===== config.mk =====
export PLATFORM = sky130hd
export DESIGN_NAME = vending_controller
export DESIGN_NICKNAME = d
export VERILOG_FILES = /design/src/rtl/vending_controller_pkg.sv /design/src/rtl/vending_controller_coin_change_picker.sv /design/src/rtl/vending_controller.sv
export SDC_FILE = /design/constraint.sdc
export NUM_CORES = 1
export LEC_CHECK = 0
export ABC_AREA = 1
export CAP_MARGIN = 20
export CELL_PAD_IN_SITES_DETAIL_PLACEMENT = 0
export CELL_PAD_IN_SITES_GLOBAL_PLACEMENT = 1
export CORE_MARGIN = 4
export CORE_UTILIZATION = 42
export DETAILED_ROUTE_END_ITERATION = 12
export PLACE_DENSITY = 0.9
export SLEW_MARGIN = 20
export SYNTH_ARGS = -nofsm -noshare
export SYNTH_HDL_FRONTEND = slang
export SYNTH_SLANG_ARGS = --single-unit

===== constraint.sdc =====
create_clock -name clk -period 14.15 [get_ports clk]
set_input_delay 4.245 -clock clk [delete_from_list [all_inputs] [get_ports clk]]
set_output_delay 4.245 -clock clk [all_outputs]
set_load 0.02 [all_outputs]

===== src/rtl/vending_controller_pkg.sv =====
// Shared definitions for the vending controller slice.
//   state_t      : controller state, encoding is visible on o_state
//   DEF_*        : default parameter values used by the top level
package vending_controller_pkg;

  typedef enum logic [1:0] {
    ST_IDLE     = 2'd0,
    ST_COIN     = 2'd1,
    ST_DISPENSE = 2'd2,
    ST_RETURN   = 2'd3
  } state_t;

  localparam int DEF_NUM_ITEMS   = 4;
  localparam int DEF_NUM_COINS   = 3;
  localparam int DEF_CNT_W       = 32;
  localparam int DEF_STOCK_W     = 4;
  localparam int DEF_STOCK_INIT  = 2;
  localparam int DEF_WAIT_CYCLES = 100;
  localparam int DEF_RETURN_HOLD = 3;

endpackage


===== src/rtl/vending_controller_coin_change_picker.sv =====
// coin_change_picker: combinational largest-coin selector for change return.
//   total       in  CNT_W             credit still to be returned
//   coin_value  in  NUM_COINS*CNT_W   coin k value at [k*CNT_W +: CNT_W]
//   coin_onehot out NUM_COINS         one-hot of the largest coin <= total
//   found       out 1                 a coin fits into total
//   coin_amount out CNT_W             value of the selected coin (0 if none)
module coin_change_picker #(
  parameter int NUM_COINS = 3,
  parameter int CNT_W     = 32
) (
  input  logic [CNT_W-1:0]           total,
  input  logic [NUM_COINS*CNT_W-1:0] coin_value,
  output logic [NUM_COINS-1:0]       coin_onehot,
  output logic                       found,
  output logic [CNT_W-1:0]           coin_amount
);

  // Ascending scan: the last fitting coin is the largest one.
  always_comb begin
    coin_onehot = '0;
    found       = 1'b0;
    coin_amount = '0;
    for (int k = 0; k < NUM_COINS; k++) begin
      if (coin_value[k*CNT_W +: CNT_W] <= total) begin
        coin_onehot    = '0;
        coin_onehot[k] = 1'b1;
        found          = 1'b1;
        coin_amount    = coin_value[k*CNT_W +: CNT_W];
      end
    end
  end

endmodule


===== src/rtl/vending_controller.sv =====
// vending_controller: coin accumulation, item dispensing and change return.
//   clk, reset          rising-edge clock, asynchronous active-high reset
//   i_input_coin        one-cycle one-hot pulse per inserted coin
//   i_select_item       item select pulse, lowest set index wins
//   i_trigger_return    return button level, must be held RETURN_HOLD cycles
//   i_coin_value        static coin values, strictly ascending
//   i_item_price        static item prices, nonzero
//   i_restock           per-item pulse, adds one to stock (saturating)
//   o_available_item    combinational: price <= total and stock != 0
//   o_output_item       registered one-hot dispense pulse (DISPENSE cycle)
//   o_return_coin       registered one-hot returned coin, one per cycle
//   o_coin_total        current credit
//   o_state             current state (IDLE=0, COIN=1, DISPENSE=2, RETURN=3)
//
// Interface semantics: there is no valid/ready handshake. Every input pulse is
// sampled on exactly one rising edge and is never back-pressured; a pulse that
// arrives when it cannot be acted on (coin in RETURN, unaffordable select,
// overflowing coin) is dropped. Outputs are one-cycle registered pulses.
module vending_controller
  import vending_controller_pkg::*;
#(
  parameter int NUM_ITEMS   = DEF_NUM_ITEMS,
  parameter int NUM_COINS   = DEF_NUM_COINS,
  parameter int CNT_W       = DEF_CNT_W,
  parameter int STOCK_W     = DEF_STOCK_W,
  parameter int STOCK_INIT  = DEF_STOCK_INIT,
  parameter int WAIT_CYCLES = DEF_WAIT_CYCLES,
  parameter int RETURN_HOLD = DEF_RETURN_HOLD
) (
  input  logic                           clk,
  input  logic                           reset,
  input  logic [NUM_COINS-1:0]           i_input_coin,
  input  logic [NUM_ITEMS-1:0]           i_select_item,
  input  logic                           i_trigger_return,
  input  logic [NUM_COINS*CNT_W-1:0]     i_coin_value,
  input  logic [NUM_ITEMS*CNT_W-1:0]     i_item_price,
  input  logic [NUM_ITEMS-1:0]           i_restock,
  output logic [NUM_ITEMS-1:0]           o_available_item,
  output logic [NUM_ITEMS-1:0]           o_output_item,
  output logic [NUM_COINS-1:0]           o_return_coin,
  output logic [CNT_W-1:0]               o_coin_total,
  output logic [1:0]                     o_state
);

  localparam int TMR_W = $clog2(WAIT_CYCLES + 1);
  localparam int RC_W  = $clog2(RETURN_HOLD + 1);
  localparam logic [TMR_W-1:0]   TMR_LOAD   = TMR_W'(WAIT_CYCLES);
  localparam logic [RC_W-1:0]    RC_MAX     = RC_W'(RETURN_HOLD);
  localparam logic [RC_W-1:0]    RC_ARM     = RC_W'(RETURN_HOLD - 1);
  localparam logic [STOCK_W-1:0] STOCK_RST  = STOCK_W'(STOCK_INIT);

  state_t               state, state_nxt;
  logic [CNT_W-1:0]     total, total_nxt;
  logic [TMR_W-1:0]     timer, timer_nxt;
  logic [RC_W-1:0]      ret_cnt, ret_cnt_nxt;
  logic [STOCK_W-1:0]   stock [NUM_ITEMS];
  logic [NUM_ITEMS-1:0] item_nxt;
  logic [NUM_COINS-1:0] ret_coin_nxt;

  logic                 coin_hit;
  logic [CNT_W-1:0]     coin_amt;
  logic [CNT_W:0]       coin_sum;
  logic [CNT_W-1:0]     credit;
  logic                 sel_hit;
  logic                 sel_ok;
  logic [NUM_ITEMS-1:0] sel_onehot;
  logic [CNT_W-1:0]     sel_price;
  logic                 return_held;
  logic                 dispense_en;
  logic [NUM_COINS-1:0] change_onehot;
  logic                 change_found;
  logic [CNT_W-1:0]     change_amt;

  // ---------------- input decode ----------------
  always_comb begin
    coin_amt = '0;
    for (int k = NUM_COINS - 1; k >= 0; k--) begin
      if (i_input_coin[k]) coin_amt = i_coin_value[k*CNT_W +: CNT_W];
    end
  end

  assign coin_hit = |i_input_coin;
  // One extra bit catches overflow; an overflowing coin leaves credit as is.
  assign coin_sum = {1'b0, total} + {1'b0, coin_amt};
  assign credit   = coin_sum[CNT_W] ? total : coin_sum[CNT_W-1:0];

  always_comb begin
    o_available_item = '0;
    for (int i = 0; i < NUM_ITEMS; i++) begin
      o_available_item[i] = (i_item_price[i*CNT_W +: CNT_W] <= total) &&
                            (stock[i] != '0);
    end
  end

  // Descending scan so the lowest set select bit is the one kept.
  always_comb begin
    sel_onehot = '0;
    sel_price  = '0;
    sel_ok     = 1'b0;
    for (int i = NUM_ITEMS - 1; i >= 0; i--) begin
      if (i_select_item[i]) begin
        sel_onehot    = '0;
        sel_onehot[i] = 1'b1;
        sel_price     = i_item_price[i*CNT_W +: CNT_W];
        sel_ok        = o_available_item[i];
      end
    end
  end

  assign sel_hit = |i_select_item;
  // The current high sample completes the hold when RETURN_HOLD-1 were seen.
  assign return_held = i_trigger_return && (ret_cnt >= RC_ARM);

  coin_change_picker #(
    .NUM_COINS (NUM_COINS),
    .CNT_W     (CNT_W)
  ) u_picker (
    .total       (total),
    .coin_value  (i_coin_value),
    .coin_onehot (change_onehot),
    .found       (change_found),
    .coin_amount (change_amt)
  );

  // ---------------- FSM: state register ----------------
  always_ff @(posedge clk or posedge reset) begin
    if (reset) state <= ST_IDLE;
    else       state <= state_nxt;
  end

  // ---------------- FSM: next state ----------------
  always_comb begin
    state_nxt   = state;
    dispense_en = 1'b0;
    case (state)
      ST_IDLE: begin
        if (coin_hit)                           state_nxt = ST_COIN;
        else if (return_held && total != '0)    state_nxt = ST_RETURN;
      end
      ST_COIN: begin
        // Coin beats select beats return/timeout; a rejected select still
        // takes the cycle.
        if (!coin_hit) begin
          if (sel_hit) begin
            if (sel_ok) begin
              dispense_en = 1'b1;
              state_nxt   = ST_DISPENSE;
            end
          end else if (return_held || timer == '0) begin
            state_nxt = ST_RETURN;
          end
        end
      end
      ST_DISPENSE: state_nxt = (credit != '0) ? ST_COIN : ST_IDLE;
      ST_RETURN:   if (total == '0) state_nxt = ST_IDLE;
      default:     state_nxt = ST_IDLE;
    endcase
  end

  // ---------------- FSM: outputs and datapath next values ----------------
  always_comb begin
    total_nxt    = total;
    timer_nxt    = timer;
    ret_cnt_nxt  = ret_cnt;
    item_nxt     = '0;
    ret_coin_nxt = '0;

    if (coin_hit && state != ST_RETURN) total_nxt = credit;

    if (dispense_en) begin
      total_nxt = total - sel_price;
      item_nxt  = sel_onehot;
    end

    // Credit smaller than the smallest coin is forfeited in one step.
    if (state == ST_RETURN && total != '0) begin
      if (change_found) begin
        total_nxt    = total - change_amt;
        ret_coin_nxt = change_onehot;
      end else begin
        total_nxt = '0;
      end
    end

    if ((state != ST_COIN && state_nxt == ST_COIN) ||
        (state == ST_COIN && coin_hit) || dispense_en) begin
      timer_nxt = TMR_LOAD;
    end else if (state == ST_COIN && !sel_hit && state_nxt == ST_COIN) begin
      timer_nxt = timer - 1'b1;
    end

    if ((state != ST_RETURN && state_nxt == ST_RETURN) || !i_trigger_return) begin
      ret_cnt_nxt = '0;
    end else if (ret_cnt != RC_MAX) begin
      ret_cnt_nxt = ret_cnt + 1'b1;
    end
  end

  // ---------------- datapath registers ----------------
  always_ff @(posedge clk or posedge reset) begin
    if (reset) begin
      total         <= '0;
      timer         <= TMR_LOAD;
      ret_cnt       <= '0;
      o_output_item <= '0;
      o_return_coin <= '0;
      for (int i = 0; i < NUM_ITEMS; i++) stock[i] <= STOCK_RST;
    end else begin
      total         <= total_nxt;
      timer         <= timer_nxt;
      ret_cnt       <= ret_cnt_nxt;
      o_output_item <= item_nxt;
      o_return_coin <= ret_coin_nxt;
      // Restock and dispense of the same item cancel out.
      for (int i = 0; i < NUM_ITEMS; i++) begin
        if (i_restock[i] && !item_nxt[i]) begin
          if (stock[i] != '1) stock[i] <= stock[i] + 1'b1;
        end else if (!i_restock[i] && item_nxt[i]) begin
          stock[i] <= stock[i] - 1'b1;
        end
      end
    end
  end

  assign o_coin_total = total;
  assign o_state      = state;

endmodule

==> impl_metrics.json <==
{
  "run_status": "completed",
  "grt_setup_unrepaired": "false",
  "cts.root.buffer_cell": "sky130_fd_sc_hd__clkbuf_16",
  "dpl-instance-area_sq_um": 20350,
  "yosysTopAreaCell": "sky130_fd_sc_hd__ha_1",
  "timing.max_cap.violations": 0,
  "drive_gt1_share_pct": 3.704,
  "place.port_buffers": 282,
  "worst_path_required_ns": 9.90,
  "synth-edff-count": 0,
  "grt_first_pass_wirelength_um": 109300,
  "synthDistinctLibCells": 53,
  "ys_ff_latch": 66,
  "synth_cells": 2749,
  "timing.slew.headroom_pct": 23.72,
  "holdCritStartpoint": "timer[6]",
  "internal_power_w": 0.001926,
  "placement_rows": 73,
  "design.die.area_sq_um": 43850,
  "r2r_start": "o_coin_total[31]",
  "grt-ovfl-total": 0,
  "syn_avg_cell_area_sq_um": 6.197,
  "worstHoldPathCells": 2,
  "power_density_nw_per_um2": 241.8,
  "slew_violations": 0,
  "instances_no_fill": 3523,
  "ys.warnings.count": 0,
  "htree_num_levels": 3,
  "power.combinational.fraction_pct": 85.3,
  "layout_nets": 3567,
  "seq_power_share_pct": 10.0,
  "leakagePower_nw": 10.48,
  "grt_max_degree": 67,
  "clkSlewWorstSetupHoldPaths_ns": 0.06,
  "vias_per_std_cell": 5.772,
  "timing.final.hold_violations": 0,
  "clock_power_share_pct": 4.6,
  "count_leader_synth": "sky130_fd_sc_hd__nand2_1",
  "power.net_switching_w": 0.003064,
  "async_set_or_reset_flop_fraction_in_the_synthesized_netlist_pct": 100.0,
  "detail_route.first_pass.iterations": 7,
  "critical_path.startpoint_type": "input port",
  "wire_per_inst_um": 20.77,
  "crit-reg2reg-capture": "o_coin_total[14]",
  "timing_worst_slew_pin_value_ns": 1.137,
  "synth_top_cells_by_area": "sky130_fd_sc_hd__ha_1, sky130_fd_sc_hd__nand2_1, sky130_fd_sc_hd__a21oi_1, sky130_fd_sc_hd__dfrtp_1, sky130_fd_sc_hd__inv_1",
  "critical_path_class": "in2out",
  "final_period_minus_worst_setup_slack_ns": 11.11,
  "source_to_sink_clock_delay_at_the_later_pin_of_the_worst_skew_pair_ns": 0.36,
  "hp-class": "reg2reg",
  "worstSetupEndpointType": "output pin",
  "synth_fp_nets": 3324,
  "areaGrowthSynthToFinish_pct": 21.14,
  "synth_largest_type_area_fraction_pct": 24.24,
  "final_min_period_over_clock_period_pct": 78.52,
  "vias_in_the_first_global_route": 19215,
  "power.ir.vdd_worst_v": 0.00008458,
  "synth_common_cells": "sky130_fd_sc_hd__nand2_1, sky130_fd_sc_hd__inv_1, sky130_fd_sc_hd__ha_1",
  "post_synth_instance_area_sq_um": 17040,
  "finalPower_w": 0.004990,
  "routed_wl_um": 73160,
  "gpl.final_weighted_congestion": 1.052,
  "cts_tree": "done",
  "detailedPlacementHpwl_um": 61350,
  "cts.sinks": 66,
  "yosys_most_used_dff": "sky130_fd_sc_hd__dfrtp_1",
  "max_freq_mhz": 90.00,
  "global_route.usage.total_pct": 31.57,
  "cts-buffers-inserted": 9,
  "die_y_um": 209.4,
  "residual_drc_count": 0,
  "routed-via-count": 20333,
  "reg2reg_depth": 24,
  "fin_area_sq_um": 20640,
  "chipWidth_um": 209.4,
  "worstPathMaxFanout": 2,
  "cts_resized": 0,
  "max-clock-path-buffers": 2,
  "cts_post_setup_buffers_inserted": 0,
  "initialDrtViolationCount": 1977,
  "fin_tns_setup_ns": 0,
  "worst_clock_skew_ns": 0.008605,
  "place.detailed.instances": 3506,
  "initial_utilization_pct": 42.68,
  "power.share.switching_pct": 61.41,
  "finalSetupViolations": 0,
  "critPathLaunch": "i_item_price[31]",
  "hold_slack_ns": 0.4886,
  "ys_seq_area_share_pct": 9.747,
  "coreArea_sq_um": 39910,
  "ios": 283,
  "hold_buffers": 0,
  "antenna_found_initial": 3,
  "rrSetupSlack_ns": 7.27,
  "worst-endpoint-arrival_ns": 6.87,
  "whs_endpoint": "timer[6]",
  "antenna_left": 0
}
## cell families after synthesis
group,synth area share (%)
simple gates,30.17
compound gates,23.01
buf+inv,9.438
fa+ha+maj,25.06
flops,9.747
xor+xnor,2.571
## cell usage in the layout, fill, tap and decap left out, drive strengths merged, types with 7 or more instances in the layout
master         instances
ha                   330
xor2                  33
a21o                   9
a22oi                 21
a31oi                 28
a21oi                307
nand3                122
inv                  353
or2                   19
nand3b                13
o21a                  18
dfrtp                 59
nor2                 165
fa                     7
clkdlybuf4s50        281
a221oi                62
nand2                782
clkbuf                10
o21bai                13
o21ai                188
dfstp                  7
o211ai                12
buf                   14
nor3                  34
nor4                  23
xnor2                 17
nand4                 41
## worst max-delay path by stage
stage / end / slack (ns) / cells past startpoint
final: o_available_item[0] / 3.04 / 9
after global routing: o_available_item[0] / 2.96 / 9
after CTS: o_available_item[0] / 3.08 / 9
after detailed placement: o_available_item[0] / 3.09 / 9
after global placement: o_available_item[0] / 3.11 / 9
after floorplan: o_available_item[0] / 4.43 / 7
## layer usage
layer	GRT usage (%)	routed length (um)	share of wire [%]
met4	8.483	1870	2.6
met3	4.439	5871	8.0
met2	51.13	32760	45
met1	44.12	32650	45
met5	0	0	0
## sequential cells by signal, indices dropped and copies added, names as in the netlist
name,cells
o_return_coin,3
o_output_item,4
o_state,2
o_coin_total,32
stock,16
ret_cnt,2
timer,7
## area by class of cell
class | instances | area, sq um
fill | 4113 | 19280
multi-input combinational | 2265 | 13780
timing repair buffer | 295 | 2915
sequential | 66 | 1660
inverter | 355 | 1334
tap | 525 | 656.9
clock buffer | 10 | 229.0
clock inverter | 6 | 57.56
antenna | 1 | 2.502
## power groups by stage
stage               Combinational, W  Clock, W  Sequential (W)
floorplan                    0.00287         0        0.000454
global route                 0.00474  0.000241        0.000508
global placement             0.00408         0        0.000494
detailed placement           0.00414         0        0.000495
finish                       0.00426  0.000231        0.000501
CTS                          0.00417  0.000233        0.000492
## critical path: stages
cell and delay (ns):
sky130_fd_sc_hd__clkdlybuf4s50_1 0.46, sky130_fd_sc_hd__ha_1 0.32, sky130_fd_sc_hd__nand2_1 0.06, sky130_fd_sc_hd__nor2_1 0.14, sky130_fd_sc_hd__nand3_1 0.16, sky130_fd_sc_hd__nor4_2 0.39
sky130_fd_sc_hd__nand4_1 0.20, sky130_fd_sc_hd__a21oi_1 0.24, sky130_fd_sc_hd__clkdlybuf4s50_1 0.64
## per-stage QoR
step	util (%)	setup WS, ns
finish	51.70	3.040
global route	51.70	2.959
CTS	51.69	3.081
detailed placement	50.98	3.094
global placement	50.98	3.115
floorplan	-	4.429
Note: power is estimated with default switching activity, not from simulation.
